### src/rtl/fetch_unit.sv
// Instruction fetch and sequencing stage: reads 16-bit words over a req/valid handshake,
// hands each one to the control unit with a run pulse, then advances or branches the PC on done.
module fetch_unit #(
  parameter int                ADDR_W    = 8,
  parameter logic [ADDR_W-1:0] RESET_PC  = '0,
  parameter logic [15:0]       HALT_WORD = 16'hFFFF
) (
  input  logic              clk,
  input  logic              reset,
  input  logic              start,
  output logic              mem_req,
  output logic [ADDR_W-1:0] mem_addr,
  input  logic [15:0]       mem_rdata,
  input  logic              mem_valid,
  output logic [15:0]       instruction,
  output logic              run,
  input  logic              done,
  input  logic [1:0]        cmp_flags,
  output logic [ADDR_W-1:0] pc,
  output logic              busy,
  output logic              halted,
  output logic [15:0]       retired
);

  // state | meaning: IDLE wait for start | REQ read strobe | WAIT await read data
  //   ISSUE run pulse | EXEC await done | HALTED halt word fetched, only reset leaves
  typedef enum logic [2:0] {
    S_IDLE,
    S_REQ,
    S_WAIT,
    S_ISSUE,
    S_EXEC,
    S_HALTED
  } state_t;

  state_t            state;
  state_t            state_next;
  logic [ADDR_W-1:0] pc_next;
  logic [ADDR_W-1:0] pc_inc;
  logic [ADDR_W-1:0] target;
  logic [15:0]       instr_next;
  logic [15:0]       retired_next;
  logic              taken;

  assign pc_inc = pc + ADDR_W'(1);
  assign target = instruction[ADDR_W+3:4];

  always_comb begin
    taken = 1'b0;
    if (instruction[1:0] == 2'b10) begin
      case (instruction[3:2])
        2'b00:   taken = (cmp_flags == 2'b00);
        2'b01:   taken = (cmp_flags == 2'b01);
        2'b10:   taken = (cmp_flags == 2'b10);
        default: taken = 1'b0;
      endcase
    end
  end

  always_comb begin
    state_next   = state;
    pc_next      = pc;
    instr_next   = instruction;
    retired_next = retired;
    case (state)
      S_IDLE: begin
        if (start) state_next = S_REQ;
      end
      S_REQ: begin
        state_next = S_WAIT;
      end
      S_WAIT: begin
        if (mem_valid) begin
          instr_next = mem_rdata;
          state_next = (mem_rdata == HALT_WORD) ? S_HALTED : S_ISSUE;
        end
      end
      S_ISSUE: begin
        state_next = S_EXEC;
      end
      S_EXEC: begin
        if (done) begin
          retired_next = retired + 16'd1;
          pc_next      = taken ? target : pc_inc;
          state_next   = S_REQ;
        end
      end
      S_HALTED: begin
        state_next = S_HALTED;
      end
      default: begin
        state_next = S_IDLE;
      end
    endcase
  end

  // Strobes are registered from the next state so they line up with the state they belong to.
  always_ff @(posedge clk) begin
    if (!reset) begin
      state       <= S_IDLE;
      pc          <= RESET_PC;
      instruction <= '0;
      retired     <= '0;
      mem_req     <= 1'b0;
      run         <= 1'b0;
    end else begin
      state       <= state_next;
      pc          <= pc_next;
      instruction <= instr_next;
      retired     <= retired_next;
      mem_req     <= (state_next == S_REQ);
      run         <= (state_next == S_ISSUE);
    end
  end

  assign mem_addr = pc;
  assign busy     = (state != S_IDLE) && (state != S_HALTED);
  assign halted   = (state == S_HALTED);

endmodule

### config.mk
export PLATFORM = sky130hd
export DESIGN_NAME = fetch_unit
export DESIGN_NICKNAME = d
export VERILOG_FILES = /design/src/rtl/fetch_unit.sv
export SDC_FILE = /design/constraint.sdc
export NUM_CORES = 1
export LEC_CHECK = 0
export CAP_MARGIN = 15
export CORE_MARGIN = 3
export CORE_UTILIZATION = 49
export CTS_BUF_LIST = sky130_fd_sc_hd__clkbuf_4 sky130_fd_sc_hd__clkbuf_8 sky130_fd_sc_hd__clkbuf_16
export CTS_CLUSTER_SIZE = 12
export DETAILED_ROUTE_END_ITERATION = 8
export PLACE_DENSITY = 0.95
export REMOVE_ABC_BUFFERS = 1
export SYNTH_ARGS = -nofsm -noshare
export SYNTH_HDL_FRONTEND = slang
export SYNTH_SLANG_ARGS = --single-unit
### constraint.sdc
create_clock -name clk -period 5.5 [get_ports clk]
set_clock_uncertainty 0.1 [all_clocks]
set_input_delay 0.55 -clock clk [delete_from_list [all_inputs] [get_ports clk]]
set_output_delay 0.55 -clock clk [all_outputs]
set_load 0.01 [all_outputs]
==> flow_metrics.tcl <==
set metrics [dict create \
    status "finished clean" \
    antenna_left 0 \
    wl_per_cell_um 15.40 \
    area_growth_syn_to_layout_pct 37.01 \
    grt_pass1_wl_um 9321 \
    vias_per_cell 5.898 \
    endpoint_kind "output port" \
    critPathLaunchType "flop" \
    leakagePower_nw 1.021 \
    fin_nets 359 \
    final.fill_count 298 \
    switching_share_pct 22.09 \
    p_comb_share_pct 10.5 \
    seqPwrFrac_pct 50.6 \
    grt-ovfl-total 0 \
    cts.repair.resized 0 \
    vdd_ir_drop_max_mv 0.1412 \
    mappedNetlistArea_um2 2215 \
    core_um2 4173 \
    worstHoldStart "instruction[15]" \
    post_synth_num_cell_types 44 \
    worst_pin_slew_ns 0.6592 \
    htreeDepth 2 \
    min_path_cells 2 \
    worstReg2RegEnd "mem_addr[7]" \
    p_switching_w 0.0001488 \
    grt_use_met3_pct 5.096 \
    hold_viol_final 0 \
    cts_buffer_depth 2 \
    cp_max_fo 9 \
    drcViolationCount 0 \
    ys_seq_area_share_pct 40.68 \
    hold_path_end "instruction[15]" \
    post-route-period-util_pct 42.88 \
    die_y_um 73.23 \
    post_synth.cell_area_avg_um2 8.142 \
    cts_tree "yes" \
    r2r_slack_ns 3.31 \
    clk-insertion-delay-late_ns 0.30 \
    holdWs_ns 0.3609 \
    regArea_um2 900.9 \
    reg2reg_depth 6 \
    port_buffers 74 \
    die_area_um2 5363 \
    place.gp.congestion 0.8588 \
    synth_flop_cell "dfxtp_1" \
    met2_usage_pct 36.54 \
    setup-tns-final_ns 0 \
    critPathKind "reg -> out" \
    cts.sinks 45 \
    rsz0062_at_grt "no" \
    pwr-share-clk_pct 38.9 \
    pre_cts_slack_ns 2.849 \
    finalCriticalPeriod_ns 2.359 \
    cts_buffers 5 \
    firstDrtPassIters 5 \
    row_count 23 \
    report.final.slew_viol_count 0 \
    drv_cap 0 \
    maxSlewHeadroom_pct 56.05 \
    synth_warnings 0 \
    fin_ws_ns 3.141 \
    synthCells 272 \
    clk_pin_slew_ns 0.08 \
    cts_root_buf "clkbuf_8" \
    setup_violations 0 \
    vias 2253 \
    fmax_mhz 424.0 \
    p_int_w 0.0005248 \
    hp-class "reg -> reg" \
    antennaDiodeCount 0 \
    met1_usage_pct 26.49 \
    synth-edff-count 0 \
    async_flop_share_pct 0 \
    antenna_found_initial 0 \
    gr-usage-all-layers_pct 21.67 \
    post_route_cells_drive_above_1_share_pct 4.819 \
    cts_setup_buffers 0 \
    grt_max_degree 39 \
    drt_wl_total_um 5883 \
    p_per_area_nw_per_um2 222.0 \
    crit_arrival_ns 1.71 \
    multiInputGateArea_um2 1145 \
    critPathRequiredTime_ns 4.85 \
    drtIter0Drc 239 \
    dpl.hpwl_um 4104 \
    dieWidth_um 73.23 \
    first_global_vias 2080 \
    io_pins 75 \
    ctsHoldBuffers 0 \
    initial_core_util_pct 53.07 \
    worstReg2RegStart "instruction[2]" \
    synth_seq_cells 45 \
    grt.busiest_layer "met2" \
]
==> final cells by class <==
class	count	area share, %
Inverter	8	0.9897
Tap cell	50	2.062
Clock inverter	1	0.9897
Sequential cell	45	29.69
Multi-Input combinational cell	195	37.73
Clock buffer	7	2.969
Timing Repair Buffer	76	25.57
==> power groups by stage <==
stage	logic, W	clock network (W)	registers, W
floorplan	0.0000255	0	0.000349
global placement	0.0000656	0	0.000348
detailed placement	0.0000677	0	0.000348
CTS	0.0000681	0.000264	0.000341
global route	0.0000765	0.000273	0.000342
finish	0.0000707	0.000262	0.000341
==> cells in the mapped netlist (all sizes together) (2+ instances only) <==
master    n  area [µm²]
buf      16       108.9
or3       3       18.77
o31ai     6       45.04
nand3    12       60.06
a31oi     5       31.28
inv       8       30.03
a2bb2oi   3       26.28
a21oi    28       140.1
o211ai    2       15.01
or2       4       25.03
nand2b    2       12.51
or4       8       60.06
nand4     7       43.79
o21ai     7       35.03
and3      2       12.51
nand2    53       198.9
xnor2     4       35.03
dfxtp    45       900.9
ha        5       62.56
nor3      2       10.01
a211oi    2       15.01
nor2     13       48.80
xor2      5       43.79
nor2b     2       12.51
o22ai     3       18.77
mux2i     3       30.03
nor3b     2       15.01
clkbuf    8       30.03
==> critical path, cell delays in order (launching register included) <==
cell and delay [ns]:
dfxtp_1 0.54, inv_1 0.19, nor2_1 0.14, clkdlybuf4s50_1 0.54
==> cells by family (layout without fill, tap and decap cells) <==
kind of cell | after synthesis | after routing | synth area share (%)
and+or+nand+nor | 118 | 118 | 27.63
buffers and inverters | 32 | 92 | 7.627
AOI/OAI and AO/OA | 60 | 60 | 16.33
muxes | 3 | 3 | 1.356
DFF | 45 | 45 | 40.68
xor gates and xnor gates | 9 | 9 | 3.559
adders and majority gates | 5 | 5 | 2.825
==> cells in the final DEF, fill, tap and decap left out, types with 2 or more instances in the layout <==
master / instances
o21ai_0: 7
nor2_1: 13
o31ai_1: 6
ha_1: 5
a21oi_1: 28
clkbuf_8: 6
or2_2: 3
o211ai_1: 2
a211oi_1: 2
nand2b_1: 2
xor2_1: 5
o22ai_1: 3
inv_1: 8
nand3_1: 12
nor3b_1: 2
nand2_1: 53
dfxtp_1: 45
and3_1: 2
a31oi_1: 5
nand4_1: 7
nor2b_1: 2
or3_1: 3
mux2i_1: 3
or4_1: 8
xnor2_1: 4
clkdlybuf4s50_1: 74
a2bb2oi_1: 3
nor3_1: 2
==> metrics by stage <==
stage	power (W)	utilization [%]	std cells	cell area, µm²
3_5_place_dp	0.0004159	69.18	373	2887
2_1_floorplan	0.0003745	-	248	2076
4_1_cts	0.0006728	72.05	381	3007
3_3_place_gp	0.0004135	69.18	373	2887
6_report	0.0006735	72.71	382	3034
5_1_grt	0.0006914	72.71	382	3034
==> worst max path at each step <==
stage / start / cells after the start / to / slack (ns)
after floorplan: instruction[2] / 6 / mem_addr[5] / 3.07
after global placement: done / 5 / retired[14] / 2.90
after detailed placement: done / 5 / retired[14] / 2.85
after CTS: reset / 4 / state[2] / 3.14
after global routing: state[2] / 3 / halted / 3.03
final: state[2] / 3 / halted / 3.14
==> per-layer routing <==
layer | up-vias | part of all wire [%] | routed length [µm]
li1 | 1077 | - | -
met1 | 1061 | 42 | 2454
met2 | 102 | 51 | 2972
met3 | 13 | 6.1 | 357
met4 | 0 | 1.7 | 99
met5 | - | 0 | 0
==> flip-flops by register name (all words and copies together) (netlist names) <==
| name | cells |
|---|---|
| instruction | 16 |
| retired | 16 |
| mem_addr | 8 |
| state | 3 |
| mem_req | 1 |
| run | 1 |
(Power assumes the default switching activity.)
